<file path="src/rtl/ws2812_pkg.sv">
// Shared types and timing helpers for the WS2812 serial LED driver.
package ws2812_pkg;

  // Driver sequencing states.
  typedef enum logic [2:0] {
    IDLE,
    HIGH,
    LOW,
    GAP,
    LATCH
  } state_t;

  // One colour word: 8 bits each of G, R, B as sent on the wire.
  localparam int w_color = 24;

  // Converts a duration in ns to clock cycles, rounded to nearest.
  function automatic int cycles(input int clk_mhz, input int ns);
    return (clk_mhz * ns + 500) / 1000;
  endfunction

  // Larger of two integers, used to size shared counters.
  function automatic int max2(input int a, input int b);
    return (a > b) ? a : b;
  endfunction

endpackage

</file>
<file path="src/rtl/ws2812_bit_encoder.sv">
// Single-bit WS2812 NRZ encoder. A start strobe launches one bit period:
// dout is high for T0H or T1H cycles (chosen by bit_val), then low until
// TBIT cycles have elapsed. high_done flags the last high cycle and done
// flags the last cycle of the bit, so a new start can follow without a gap.
module ws2812_bit_encoder #(
  parameter int T0H  = 11,
  parameter int T1H  = 22,
  parameter int TBIT = 34,
  parameter int CW   = 13
) (
  input  logic clk,
  input  logic rst_n,
  input  logic start,
  input  logic bit_val,
  output logic dout,
  output logic high_done,
  output logic done
);

  localparam logic [CW-1:0] T0H_C  = CW'(T0H);
  localparam logic [CW-1:0] T1H_C  = CW'(T1H);
  localparam logic [CW-1:0] TBIT_C = CW'(TBIT);
  localparam logic [CW-1:0] ONE_C  = CW'(1);

  logic          active_q, active_d;
  logic          bit_q, bit_d;
  logic          dout_q, dout_d;
  logic [CW-1:0] cnt_q, cnt_d;
  logic [CW-1:0] th;

  // Bit timing: count cycles since start and shape the pulse.
  always_comb begin
    // NOTE: every signal written here gets a default first; a branch that
    // skipped one would otherwise infer a latch.
    active_d  = active_q;
    bit_d     = bit_q;
    dout_d    = dout_q;
    cnt_d     = cnt_q;
    th        = bit_q ? T1H_C : T0H_C;
    high_done = active_q && (cnt_q == th - ONE_C);
    done      = active_q && (cnt_q == TBIT_C - ONE_C);

    if (active_q) begin
      cnt_d  = cnt_q + ONE_C;
      dout_d = (cnt_q + ONE_C) < th;
      if (done) begin
        active_d = 1'b0;
        dout_d   = 1'b0;
        cnt_d    = '0;
      end
    end

    // A start on the final cycle of a bit chains straight into the next one.
    if (start) begin
      active_d = 1'b1;
      bit_d    = bit_val;
      dout_d   = 1'b1;
      cnt_d    = '0;
    end
  end

  // Bit timing registers; dout is registered so the pin never glitches.
  always_ff @(posedge clk or negedge rst_n) begin
    if (!rst_n) begin
      active_q <= 1'b0;
      bit_q    <= 1'b0;
      dout_q   <= 1'b0;
      cnt_q    <= '0;
    end else begin
      // NOTE: sequential state uses non-blocking assignments so every flop
      // samples the values present before the edge.
      active_q <= active_d;
      bit_q    <= bit_d;
      dout_q   <= dout_d;
      cnt_q    <= cnt_d;
    end
  end

  assign dout = dout_q;

endmodule

</file>
<file path="src/rtl/ws2812_led_driver.sv">
// WS2812 strip driver. Accepts 24-bit colour words over valid/ready,
// serialises each MSB-first through ws2812_bit_encoder, then either waits
// in GAP for the next word of the frame or holds the line low for the
// latch interval after the last word. A GAP that lasts a full latch
// interval is treated as an implicit latch and returns to IDLE.
//
// Build option: define WS2812_RGB_INPUT_EN to accept in_data as {R,G,B};
// it is reordered to the wire order {G,R,B} at capture. Without it,
// in_data is already {G,R,B}.
module ws2812_led_driver
  import ws2812_pkg::*;
#(
  parameter int clk_mhz  = 27,
  parameter int t0h_ns   = 400,
  parameter int t1h_ns   = 800,
  parameter int bit_ns   = 1250,
  parameter int latch_us = 300
) (
  input  logic               clk,
  input  logic               rst_n,
  input  logic               in_valid,
  output logic               in_ready,
  input  logic [w_color-1:0] in_data,
  input  logic               in_last,
  output logic               busy,
  output logic               dout
);

  localparam int T0H    = cycles(clk_mhz, t0h_ns);
  localparam int T1H    = cycles(clk_mhz, t1h_ns);
  localparam int TBIT   = cycles(clk_mhz, bit_ns);
  localparam int TLATCH = clk_mhz * latch_us;
  localparam int CW     = $clog2(max2(TBIT, TLATCH) + 1);

  localparam logic [CW-1:0] TLATCH_M1 = CW'(TLATCH - 1);
  localparam logic [CW-1:0] ONE_C     = CW'(1);

  if (!(T0H > 0 && T0H < T1H && T1H < TBIT)) begin : g_bad_timing
    $error("ws2812_led_driver: timing must satisfy 0 < T0H < T1H < TBIT");
  end

  state_t             state_q, state_d;
  logic [w_color-1:0] shift_q, shift_d;
  logic [4:0]         idx_q, idx_d;
  logic               last_q, last_d;
  logic [CW-1:0]      cnt_q, cnt_d;

  logic               take;
  logic               enc_start;
  logic               enc_bit;
  logic               enc_high_done;
  logic               enc_done;
  logic [w_color-1:0] cap_word;

  // Colour word in wire order (G,R,B) as it will be loaded into the shifter.
  always_comb begin
`ifdef WS2812_RGB_INPUT_EN
    cap_word = {in_data[15:8], in_data[23:16], in_data[7:0]};
`else
    cap_word = in_data;
`endif
  end

  // Ready only in the states that can start a word; forced low in reset.
  assign in_ready = rst_n && ((state_q == IDLE) || (state_q == GAP));
  assign take     = in_valid && in_ready;
  assign busy     = (state_q != IDLE);

  // Next-state logic: handshake, per-bit sequencing, GAP and LATCH timing.
  always_comb begin
    state_d   = state_q;
    shift_d   = shift_q;
    idx_d     = idx_q;
    last_d    = last_q;
    cnt_d     = cnt_q;
    enc_start = 1'b0;
    enc_bit   = 1'b0;

    if (take) begin
      // From IDLE or GAP: load the word and launch its MSB immediately.
      state_d   = HIGH;
      shift_d   = cap_word;
      idx_d     = 5'd23;
      last_d    = in_last;
      cnt_d     = '0;
      enc_start = 1'b1;
      enc_bit   = cap_word[w_color-1];
    end else begin
      unique case (state_q)
        IDLE: begin
          cnt_d = '0;
        end
        HIGH: begin
          if (enc_high_done) state_d = LOW;
        end
        LOW: begin
          if (enc_done) begin
            if (idx_q != 5'd0) begin
              // Rotating instead of dropping the MSB keeps every bit in use;
              // the wrapped bit is never transmitted.
              shift_d   = {shift_q[w_color-2:0], shift_q[w_color-1]};
              idx_d     = idx_q - 5'd1;
              enc_start = 1'b1;
              enc_bit   = shift_q[w_color-2];
              state_d   = HIGH;
            end else if (last_q) begin
              state_d = LATCH;
              cnt_d   = '0;
            end else begin
              state_d = GAP;
              cnt_d   = '0;
            end
          end
        end
        GAP: begin
          if (cnt_q == TLATCH_M1) begin
            state_d = IDLE;
            cnt_d   = '0;
          end else begin
            cnt_d = cnt_q + ONE_C;
          end
        end
        LATCH: begin
          if (cnt_q == TLATCH_M1) begin
            state_d = IDLE;
            cnt_d   = '0;
          end else begin
            cnt_d = cnt_q + ONE_C;
          end
        end
        default: begin
          state_d = IDLE;
          cnt_d   = '0;
        end
      endcase
    end
  end

  // Sequencing registers; a reset mid-word discards the partial word.
  always_ff @(posedge clk or negedge rst_n) begin
    if (!rst_n) begin
      state_q <= IDLE;
      shift_q <= '0;
      idx_q   <= '0;
      last_q  <= 1'b0;
      cnt_q   <= '0;
    end else begin
      state_q <= state_d;
      shift_q <= shift_d;
      idx_q   <= idx_d;
      last_q  <= last_d;
      cnt_q   <= cnt_d;
    end
  end

  ws2812_bit_encoder #(
    .T0H  (T0H),
    .T1H  (T1H),
    .TBIT (TBIT),
    .CW   (CW)
  ) u_bit_encoder (
    .clk       (clk),
    .rst_n     (rst_n),
    .start     (enc_start),
    .bit_val   (enc_bit),
    .dout      (dout),
    .high_done (enc_high_done),
    .done      (enc_done)
  );

endmodule

</file>
<file path="config.mk">
export PLATFORM = sky130hd
export DESIGN_NAME = ws2812_led_driver
export DESIGN_NICKNAME = d
export VERILOG_FILES = /design/src/rtl/ws2812_pkg.sv /design/src/rtl/ws2812_bit_encoder.sv /design/src/rtl/ws2812_led_driver.sv
export SDC_FILE = /design/constraint.sdc
export NUM_CORES = 1
export LEC_CHECK = 0
export BUFFER_PORTS_ARGS = -buffer_cell sky130_fd_sc_hd__buf_2
export CORE_MARGIN = 1.5
export CORE_UTILIZATION = 50
export CTS_BUF_LIST = sky130_fd_sc_hd__clkbuf_4 sky130_fd_sc_hd__clkbuf_8 sky130_fd_sc_hd__clkbuf_16
export DETAILED_ROUTE_END_ITERATION = 7
export PLACE_DENSITY_LB_ADDON = 0.25
export SLEW_MARGIN = 30
export SYNTH_ARGS = -nofsm -noshare
export SYNTH_HDL_FRONTEND = slang
export SYNTH_SLANG_ARGS = --single-unit
</file>
<file path="constraint.sdc">
create_clock -name clk -period 2.6 [get_ports clk]
set_input_delay 0.39 -clock clk [delete_from_list [all_inputs] [get_ports clk]]
set_output_delay 0.39 -clock clk [all_outputs]
set_load 0.01 [all_outputs]
</file>
* Yosys cells after proc, flatten, opt, wreduce, memory -nomap -nowiden
Index checks and enable logic that the tools add are counted.
** Word-level totals
- Register bits :: 62
- Input bits :: 28
- Word-level logic and storage cells :: 81
** Operators by class
- Add/sub/neg operators :: 4
- Magnitude comparators :: 1
- Equal/unequal tests :: 13
- Mux-type cells :: 38
- Reduce and logical (&&, ||, !) cells :: 16
** Operators with widths (number)
- 24-bit 2-to-1 mux :: 4
- 13-bit 2-to-1 mux :: 7
- 13-bit case mux with 3 select lines :: 1
- 13-bit by 1-bit adder with 13-bit output, second input constant :: 2
- 5-bit 2-to-1 mux :: 5
- 3-bit 2-to-1 mux :: 6
- 1-bit 2-to-1 mux :: 14
- 13-bit == test :: 1
- 13-bit == test, second input constant :: 1
- 13-bit by 6-bit == test with 1-bit output, second input constant :: 1
- 13-bit less-than comparator :: 1
- 13-bit by 1-bit subtractor with 13-bit output, second input constant :: 1
- 3-bit case mux with 4 select lines :: 1
- 3-bit inequality test, second input constant :: 3
- 2-bit nonzero test :: 4
- 3-bit by 2-bit == test with 1-bit output, second input constant :: 2
- 3-bit AND reduction :: 2
- 5-bit nonzero test :: 1
- 5-bit by 1-bit subtractor with 5-bit output, second input constant :: 1
- 1-bit logical AND :: 4
- 2-bit inequality test, second input constant :: 2
- 4-bit AND reduction :: 1
- 3-bit by 1-bit == test with 1-bit output, second input constant :: 1
- 3-bit == test, second input constant :: 1
- other kinds (5) :: 5

* Logic depth before layout (Yosys ltp)
Gate-level depths: netlist (run 1).
- Depth after elaboration :: 7
- Mapped depth :: 9
- Mapped depth without buffers :: 8

* Cells and area by module
Synthesis (run 1) repeated with hierarchy kept, for this count alone.
** Second synthesis, totals
- Cell total of the unflattened synthesis :: 376
- Area, all modules :: 3626.0 sq um
** Modules (own cells, without submodules)
- ws2812_led_driver :: times used 1, cells an instance 248, area each 2484.9 sq um, sequential area each 1151.1 sq um
- ws2812_bit_encoder :: times used 1, cells an instance 128, area each 1141.1 sq um, sequential area each 400.4 sq um

* Worst setup path before layout (run 1)
No wires, ideal clock.
- Kind :: register to register
- Start :: register u_bit_encoder.cnt_q[0]
- End :: register u_bit_encoder.dout_q (netlist: u_bit_encoder.dout)
- Setup time :: 0.095 ns
- Data arrival time :: 2.061 ns
- Setup slack :: 0.444 ns
- Stages on the path, launching flop included :: 9
- Path buffers :: 0
- Clock period less this slack :: 2.156 ns
- Cells stage by stage :: dfrtp_1 -> ha_1 -> xor2_1 -> ha_1 -> nor3b_1 -> o21a_1 -> o21ai_0 -> or4bb_1 -> o31ai_1
** Between the ends
- Cells in the longest elaborated chain, start to end :: 6
** RTL lines
- start, declared :: line ws2812_bit_encoder.sv:28 : logic [CW-1:0] cnt_q, cnt_d;
- start signal, assigned :: line ws2812_bit_encoder.sv:75 : cnt_q <= cnt_d;
- parallel branches: the longest is 6 deep, another holds 13-bit by 1-bit adder with 13-bit output
- end signal, assigned :: line ws2812_bit_encoder.sv:74 : dout_q <= dout_d;
- end, declared :: line ws2812_bit_encoder.sv:27 : logic dout_q, dout_d;
Parallel ways; which one is timed is not known. The select of a mux whose other input is x is not followed.
A chain may end at the register's enable or synchronous reset.

* Worst setup path after layout (run 1)
Ends and elaborated chain as after synthesis.

==> results.cfg, run 1 <==
[min_path]
hp-class = primary input to flip-flop
min_path_cells = 3

[run_status]
status = completed

[die]
die_width_um = 86.75
die-area_um2 = 7526
num_rows = 30
core_um2 = 6794
num_io_pins = 31
die_y_um = 86.75
start_util = 0.5162

[drt]
drc = 0
wl_per_cell_um = 14.26
antenna_left = 0
vias = 3037
drt_iter0_markers = 215
firstDrtPassIters = 4
wirelength_um = 7545
viasPerCell = 5.741

[global_routing]
grt_pass1_vias = 2866
grtUsageMet3 = 0.03524
grt.met1_usage = 0.3065
grt_pass1_wl_um = 13230
grt_max_degree = 63
gr-total-overflow = 0
use_met2 = 0.3445
grt-busiest-layer = met2
antenna_found_initial = 0
grt_usage = 0.2217

[yosys]
synth-seq-cells = 62
syn_inst = 404
synth_nets = 441
ys_seq_area_frac = 0.4424
async_flop_share = 1.000
netlist_area_um2 = 3507
synth_ff_type = dfrtp_1
synth_edf_count = 0
ys.warnings.count = 0
ys_types = 50
synth.avg_cell_area_um2 = 8.681

[critical_path]
critical_path_required_ns = 2.86
reg2reg_depth = 8
startpoint_type = flip-flop
worstSetupPathType = flip-flop to flip-flop
cp_max_fo = 7
cp_data_arrival_time_ns = 2.57
end_kind = flip-flop

[timing]
fin_skew_ns = 0.01196
relSlewSlack = 0.4841
timing.final.crit_share = 0.8885
fin_crit_ns = 2.310
setup_viol = 0
hold_viol = 0
max_freq_ghz = 0.4329
rsz0062_at_grt = no
tightest_slew_ns = 0.7738
fin_setup_tns_ns = 0
slew_viol_final = 0

[power_and_ir_drop]
p_leak_nw = 1.709
pwr_density_cell_nw_per_um2 = 780.6
power_mw = 3.026
peakVddDrop_uv = 483.9

[final_layout]
area_growth_pct = 10.52
layout_commonest_cell = nand2_1
diodes = 0
fillers = 631
final_nets = 465
drive_gt1_frac = 0.1524
mostFrequentLayoutCells = 77 x nand2_1, 62 x dfrtp_1, 37 x nor2_1, 35 x a31oi_1, 30 x buf_2

[clocking]
clkTransAtPathRegs_ns = 0.08
cts_setup_buffers = 0
cts_tree = built
cts_made_buffers = 9
cts-root-buf = clkbuf_8
holdBufCountCts = 0
cts_buffer_depth = 2
post_cts_resized = 0
insertion_delay_ns = 0.35
htreeDepth = 3
cts.sinks = 62

[place]
gp_congestion = 0.8526
hpwl_um = 5047
port_buffers = 30

[job]
drv_cap = 0
==> routing by layer <==
metal / vias to the layer above / wire length [µm]
met3: 12 / 310
li1: 1488 / -
met4: 0 / 153
met1: 1468 / 3579
met5: - / 0
met2: 69 / 3501
==> cell usage after synthesis (all sizes together) (2+ instances only) <==
cell type  instances  share of area
nor2              39          0.043
xnor2              4          0.010
and2               3         0.0054
or4                2         0.0046
a31oi             35          0.062
a22o               5          0.013
nand4b             2         0.0050
clkbuf            11          0.012
nor3b              4         0.0086
ha                 9          0.032
mux2i              6          0.017
o21ai             19          0.027
o31ai              4         0.0086
o211ai             4         0.0086
nor3               9          0.013
a211oi             2         0.0043
nand4              4         0.0071
dfrtp             62           0.44
nand3             21          0.030
or3                7          0.014
buf               13          0.025
nand2             77          0.082
o22ai              3         0.0054
xor2               4          0.010
nor2b              2         0.0036
nor4               6          0.024
a21oi             14          0.021
mux2               2         0.0064
and3               4         0.0071
a21o               3         0.0064
inv               14          0.015
==> final cells by class <==
cell class / instances / area (µm²) / share of cell area
Clock buffer: 10 / 137.6 / 0.03551
Clock inverter: 6 / 37.54 / 0.009684
Inverter: 14 / 52.55 / 0.01356
Multi-Input combinational cell: 304 / 1774 / 0.4577
Sequential cell: 62 / 1551 / 0.4003
Tap cell: 96 / 120.1 / 0.03099
Timing Repair Buffer: 37 / 202.7 / 0.05229
==> registers in the layout, summed over array words and instances, names as in the netlist <==
signal                  count
shift_q                    24
cnt_q                      13
u_bit_encoder.cnt_q        13
idx_q                       5
state_q                     3
last_q                      1
u_bit_encoder.active_q      1
u_bit_encoder.bit_q         1
u_bit_encoder.dout          1
==> per-stage QoR <==
stage	cell area, µm²	instances	hold WS, ns	util	worst slack, ns
2_1_floorplan	3507	404	0.09441	-	0.4438
3_3_place_gp	3701	513	0.4897	0.5448	0.3528
3_5_place_dp	3701	513	0.5105	0.5448	0.2981
4_1_cts	3876	529	0.2278	0.5705	0.2872
5_1_grt	3876	529	0.2597	0.5705	0.1719
6_report	3876	529	0.2364	0.5705	0.2900
==> critical path: stages, from the launching register on <==
cell,delay (ns)
dfrtp_1,0.45
ha_1,0.31
xor2_1,0.19
ha_1,0.28
nor3b_1,0.13
o21a_1,0.15
o21ai_0,0.12
or4bb_1,0.40
o31ai_1,0.19
==> path summary, 6_finish.rpt <==
check                                                   start                                 end  slack [ns]
min                                                   in_last                  last_q$_DFFE_PN0N_        0.24
min reg2reg                             cnt_q[10]$_DFFE_PN0P_               cnt_q[10]$_DFFE_PN0P_        0.52
min in group asynchronous                               rst_n  u_bit_encoder.cnt_q[6]$_DFFE_PN0P_        0.26
max                        u_bit_encoder.cnt_q[0]$_DFFE_PN0P_      u_bit_encoder.dout$_DFFE_PN0P_        0.29
max in group asynchronous                               rst_n             shift_q[15]$_DFFE_PN0P_        1.83
max reg2reg                u_bit_encoder.cnt_q[0]$_DFFE_PN0P_      u_bit_encoder.dout$_DFFE_PN0P_        0.29
==> where the power goes <==
group	internal (mW)	switching, mW	leakage (nW)
logic	0.375	0.457	0.875
registers	1.21	0.217	0.749
clock network	0.366	0.400	0.0841
==> logic make-up after synthesis <==
| kind of cell | after synthesis | synth area share |
|---|---|---|
| flip-flops | 62 | 0.4424 |
| buffers and inverters | 38 | 0.05173 |
| AO/OA/AOI/OAI | 93 | 0.1663 |
| XOR/XNOR | 8 | 0.01998 |
| multiplexers | 8 | 0.02355 |
| adder cells (fa/ha/maj) | 9 | 0.03211 |
| AND/OR/NAND/NOR | 186 | 0.2640 |
(Power assumes the default switching activity.)
==> inputs of run 2 (changes only) <==
--- a/config.mk
+++ b/config.mk
@@ -6,11 +6,13 @@
 export NUM_CORES = 1
 export LEC_CHECK = 0
 export BUFFER_PORTS_ARGS = -buffer_cell sky130_fd_sc_hd__buf_2
+export CORE_ASPECT_RATIO = 0.6
 export CORE_MARGIN = 1.5
 export CORE_UTILIZATION = 50
 export CTS_BUF_LIST = sky130_fd_sc_hd__clkbuf_4 sky130_fd_sc_hd__clkbuf_8 sky130_fd_sc_hd__clkbuf_16
 export DETAILED_ROUTE_END_ITERATION = 7
 export PLACE_DENSITY_LB_ADDON = 0.25
+export RECOVER_POWER = 25
 export SLEW_MARGIN = 30
 export SYNTH_ARGS = -nofsm -noshare
 export SYNTH_HDL_FRONTEND = slang
==> run 2 against run 1 <==
Against the previous run: worst setup slack lost 0.015 ns; critical path depth stayed put; clock skew is 0.0041 ns lower; clock power is 71% higher; register-to-register slack got worse by 0.02 ns; sequential power about the same; combinational power up 3.1%; utilization rose by 2.7 points; non-clock buffer count grew 1; flip-flop and latch count did not move; highest routed layer unchanged; count of clock-buffer cells in the layout is 2 higher.
==> results.cfg, run 2 (synthesis results as in run 1) <==
[drt]
drt_iter0_markers = 240
antenna_left = 0
wl_per_cell_um = 15.49
wirelength_um = 8057
drc = 0
top_layer = met4
wl_met3_um = 644
vias = 3050
firstDrtPassIters = 6
viasPerCell = 5.865
wl_met1_um = 4066
met2WireLength_um = 3283

[power_and_ir_drop]
p_seq_frac = 0.397
peakVddDrop_uv = 480.5
pwr-share-clk = 0.364
p_int_mw = 2.487
pwr_density_cell_nw_per_um2 = 892.5
p_comb_frac = 0.239
power_mw = 3.591
power.switching_mw = 1.105
p_leak_nw = 1.786
swShare = 0.3075

[final_layout]
area_growth_pct = 14.73
fillers = 612
regMostFlops = shift_q
layout_commonest_cell = nand2_1
largest_register_ffs = 24
mostFrequentLayoutCells = 77 x nand2_1, 62 x dfrtp_1, 37 x nor2_1, 35 x a31oi_1, 29 x buf_2
top_regs = shift_q x24, cnt_q x13, u_bit_encoder.cnt_q x13
diodes = 0
drive_gt1_frac = 0.1501
final_nets = 466

[critical_path]
r2r-start = u_bit_encoder.cnt_q[0]$_DFFE_PN0P_
regToRegEndpoint = u_bit_encoder.dout$_DFFE_PN0P_
cp_data_arrival_time_ns = 2.56
r2r_slack_ns = 0.27
cp_max_fo = 7
startpoint = u_bit_encoder.cnt_q[0]$_DFFE_PN0P_
end_kind = flip-flop
worstSetupEndpoint = u_bit_encoder.dout$_DFFE_PN0P_
startpoint_type = flip-flop
worstSetupPathType = flip-flop to flip-flop
reg2reg_depth = 8
critical_path_required_ns = 2.84

[clocking]
insertion_delay_ns = 0.33
post_cts_resized = 0
cts_tree = built
clkTransAtPathRegs_ns = 0.05
cts_made_buffers = 9
cts_setup_buffers = 0
cts_buffer_depth = 2
cts-root-buf = clkbuf_16
htreeDepth = 3
holdBufCountCts = 0
cts.sinks = 62

[place]
port_buffers = 30
hpwl_um = 5310
gp_congestion = 0.9215

[timing]
fin_setup_tns_ns = 0
timing.final.crit_share = 0.8944
tightest_slew_ns = 0.8086
setup_viol = 0
rsz0062_at_grt = no
relSlewSlack = 0.4604
hold_viol = 0
slew_viol_final = 0
fin_crit_ns = 2.325
max_freq_ghz = 0.4300
fin_skew_ns = 0.007898

[die]
die_y_um = 67.88
die_width_um = 111.1
core_um2 = 6734
num_rows = 23
die-area_um2 = 7542
start_util = 0.5208
num_io_pins = 31

[global_routing]
gr-total-overflow = 0
grt_usage = 0.2281
grt_max_degree = 64
grt_pass1_vias = 2696
antenna_found_initial = 0
grt_pass1_wl_um = 13460

[run_status]
status = completed

[job]
drv_cap = 0

[min_path]
hp-class = primary input to asynchronous set/reset pin
run 2: area by class of cell:
type	count	area (µm²)	area share
Clock buffer	12	260.3	0.06468
Clock inverter	3	67.56	0.01679
Inverter	14	52.55	0.01306
Multi-Input combinational cell	304	1774	0.4409
Sequential cell	62	1551	0.3856
Tap cell	87	108.9	0.02705
Timing Repair Buffer	38	209.0	0.05193
run 2: worst min path at each step:
stage	startpoint	end	cells after the start
finish	rst_n	u_bit_encoder.cnt_q[11]$_DFFE_PN0P_	2
detailed placement	cnt_q[12]$_DFFE_PN0P_	cnt_q[12]$_DFFE_PN0P_	1
floorplan	rst_n	cnt_q[0]$_DFFE_PN0P_	0
global placement	cnt_q[0]$_DFFE_PN0P_	cnt_q[0]$_DFFE_PN0P_	1
CTS	in_last	last_q$_DFFE_PN0N_	3
global route	in_last	last_q$_DFFE_PN0N_	3
run 2: power groups by stage:
| stage | Combinational [mW] | Clock [mW] | Sequential (mW) |
|---|---|---|---|
| 2_1_floorplan | 0.694 | 0 | 1.34 |
| 3_3_place_gp | 0.831 | 0 | 1.43 |
| 4_1_cts | 0.855 | 1.33 | 1.42 |
| 3_5_place_dp | 0.846 | 0 | 1.43 |
| 6_report | 0.859 | 1.31 | 1.43 |
| 5_1_grt | 0.970 | 1.36 | 1.46 |
run 2: per-stage QoR:
stage          hold WS (ns)  worst slack, ns    util  instances  instance area, µm²
2_1_floorplan       0.09441           0.4438       -        404                3507
3_3_place_gp         0.4887           0.3451  0.5491        505                3697
3_5_place_dp         0.4858           0.3136  0.5491        505                3697
4_1_cts              0.2595           0.2956  0.5977        520                4025
5_1_grt              0.2646           0.1222  0.5975        520                4024
6_report             0.2458           0.2746  0.5975        520                4024
run 2: critical path, cell delays in order, from the launching register on:
cell and delay, ns:
dfrtp_1 0.45, ha_1 0.30, xor2_1 0.18, ha_1 0.29
nor3b_1 0.14, o21a_1 0.16, o21ai_0 0.11, or4bb_1 0.40
o31ai_1 0.19
run 2: metal layers:
layer  vias up  GRT usage
met2       112     0.3210
met1      1448     0.3367
li1       1482          -
met5         -          0
met3         8    0.07440
met4         0    0.06171
==> inputs of run 3 (changes only) <==
--- a/config.mk
+++ b/config.mk
@@ -8,7 +8,7 @@
 export BUFFER_PORTS_ARGS = -buffer_cell sky130_fd_sc_hd__buf_2
 export CORE_ASPECT_RATIO = 0.6
 export CORE_MARGIN = 1.5
-export CORE_UTILIZATION = 50
+export CORE_UTILIZATION = 35
 export CTS_BUF_LIST = sky130_fd_sc_hd__clkbuf_4 sky130_fd_sc_hd__clkbuf_8 sky130_fd_sc_hd__clkbuf_16
 export DETAILED_ROUTE_END_ITERATION = 7
 export PLACE_DENSITY_LB_ADDON = 0.25
==> constraint.sdc (replaced) <==
create_clock -name clk -period 2.3 [get_ports clk]
set_input_delay 0.345 -clock clk [delete_from_list [all_inputs] [get_ports clk]]
set_output_delay 0.345 -clock clk [all_outputs]
set_load 0.01 [all_outputs]
==> run 3 against run 2 <==
Against the previous run: the run now ends with max-capacitance violations, max-slew violations left; combinational power increased by 25%; clock skew is 0.0041 ns lower; sequential power up 11%; first-iteration DRC count up 38%; critical endpoint unchanged; highest routed layer unchanged.
==> results.cfg, run 3 (synthesis results as in run 1) <==
[run_status]
status = finished with violations
violations = max-capacitance violations, max-slew violations

[clocking]
cts_buffer_depth = 2
htreeDepth = 3
clkTransAtPathRegs_ns = 0.05
holdBufCountCts = 0
cts_made_buffers = 9
cts_tree = built
cts-root-buf = clkbuf_16
cts.sinks = 62
insertion_delay_ns = 0.33

[drt]
antenna_left = 0
wl_per_cell_um = 14.44
firstDrtPassIters = 5
viasPerCell = 5.213
drt_iter0_markers = 330
drc = 0
wirelength_um = 8348
vias = 3013

[final_layout]
regMostFlops = shift_q
instances_no_fill = 578
fillers = 999
top_regs = shift_q x24, cnt_q x13, u_bit_encoder.cnt_q x13
regArea_um2 = 1553
multi_input_area_um2 = 1788
drive_gt1_frac = 0.1806
layout_commonest_cell = nand2_1
final_nets = 475
area_growth_pct = 17.62
diodes = 0
largest_register_ffs = 24
mostFrequentLayoutCells = 77 x nand2_1, 61 x dfrtp_1, 37 x nor2_1, 35 x a31oi_1, 29 x buf_2

[timing]
tightest_slew_ns = 1.589
timing.final.crit_share = 0.9679
setup_viol = 0
max_freq_ghz = 0.4492
whs_ns = 0.2250
hold_viol = 0
rsz0062_at_grt = no
fin_crit_ns = 2.226
slew_viol_final = 63
relSlewSlack = -0.05923
fin_skew_ns = 0.003758
fin_setup_tns_ns = 0

[min_path]
hp-class = primary input to flip-flop

[critical_path]
cp_top_family = simple AND/OR/NAND/NOR gates
end_kind = flip-flop
path_depth = 8
startpoint_type = flip-flop
r2r_slack_ns = 0.07
cp_data_arrival_time_ns = 2.46
worst-path-buf-inv = 0
worstPathCellList = ha_2, xor2_1, ha_1, nor3b_1, o21a_1, o21ai_1, or4bb_1, o31ai_2
cp_max_fo = 2
startpoint = u_bit_encoder.cnt_q[1]$_DFFE_PN0P_
reg2reg_depth = 8
worstSetupEndpoint = u_bit_encoder.dout$_DFFE_PN0P_
cpPeakStageDelay_ns = 0.43
critical_path_required_ns = 2.54
r2r-start = u_bit_encoder.cnt_q[1]$_DFFE_PN0P_
regToRegEndpoint = u_bit_encoder.dout$_DFFE_PN0P_
crit_slowest_cell = or4bb_1
worstSetupPathType = flip-flop to flip-flop

[power_and_ir_drop]
p_seq_frac = 0.407
swShare = 0.3301
p_comb_frac = 0.273
p_leak_nw = 1.816
pwr-share-clk = 0.320
p_int_mw = 2.623
power_mw = 3.915
pwr_density_cell_nw_per_um2 = 949.0
power.switching_mw = 1.292
peakVddDrop_uv = 413.9

[place]
gp_congestion = 0.9009
hpwl_um = 5650
dp_cells = 562
port_buffers = 30

[global_routing]
grt_pass1_vias = 2794
antenna_found_initial = 0
grt_max_degree = 63
gr-total-overflow = 0
grt_pass1_wl_um = 14290
grt_usage = 0.1716

[die]
start_util = 0.3575
num_io_pins = 31
num_rows = 28
die_width_um = 132.2
die_y_um = 80.54
core_um2 = 9809
die-area_um2 = 10650

[job]
drv_cap = 1
==> run 3: cell count changes in the layout (fill, tap and decap cells not counted), moves of 2 or more <==
cell / previous run / this run
buf_4: 8 / 15
o21ai_0: 16 / 14
o21ai_1: 3 / 5
clkinv_2: 0 / 3
bufinv_16: 2 / 0
==> run 3: power by group through the flow <==
stage | sequential [mW] | clock, mW | combinational [mW]
finish | 1.59 | 1.25 | 1.07
global route | 1.64 | 1.35 | 1.22
CTS | 1.59 | 1.28 | 1.07
detailed placement | 1.60 | 0 | 1.06
global placement | 1.59 | 0 | 1.03
floorplan | 1.52 | 0 | 0.784
==> run 3: area by class of cell <==
cell class                 count  share of cell area
multi-input combinational    304              0.4334
sequential                    62              0.3764
timing repair buffer          47             0.06946
clock buffer                  12             0.06157
tap                          135             0.04095
inverter                      14             0.01274
clock inverter                 4            0.005460
==> run 3: repair_timing <==
item	4_1_cts	5_1_grt
setup buffers	0	0
setup endpoints to repair	0	2
hold endpoints to repair	0	0
gates resized for setup	0	5
==> run 3: worst min path at each step <==
stage	startpoint	endpoint	slack, ns	depth (start not counted)
floorplan	rst_n	cnt_q[0]$_DFFE_PN0P_	0.05	0
global placement	cnt_q[12]$_DFFE_PN0P_	cnt_q[12]$_DFFE_PN0P_	0.49	1
detailed placement	cnt_q[10]$_DFFE_PN0P_	cnt_q[10]$_DFFE_PN0P_	0.50	1
CTS	in_last	last_q$_DFFE_PN0N_	0.22	3
global route	in_last	last_q$_DFFE_PN0N_	0.24	3
finish	in_last	last_q$_DFFE_PN0N_	0.23	3
==> run 3: tightest hold or removal path: cells and delay by family <==
kind	cells	cell delay, ns
buffers and inverters	1	0.08
and+or+nand+nor	2	0.10
==> run 3: stage by stage <==
step / setup slack, ns / area (µm²) / util
global route: 0.0008928 / 4125 / 0.4205
CTS: 0.03767 / 4120 / 0.4200
finish: 0.07391 / 4125 / 0.4205
detailed placement: 0.05747 / 3844 / 0.3918
floorplan: 0.1438 / 3507 / -
global placement: 0.1355 / 3839 / 0.3913
==> run 3: metal layers <==
metal	up-vias	part of all wire	routed length, µm	track usage
met4	0	0.011	88	0.04615
met5	-	0	0	0
met1	1412	0.54	4536	0.2571
met3	10	0.057	476	0.05366
met2	76	0.39	3246	0.2325
li1	1515	-	-	-
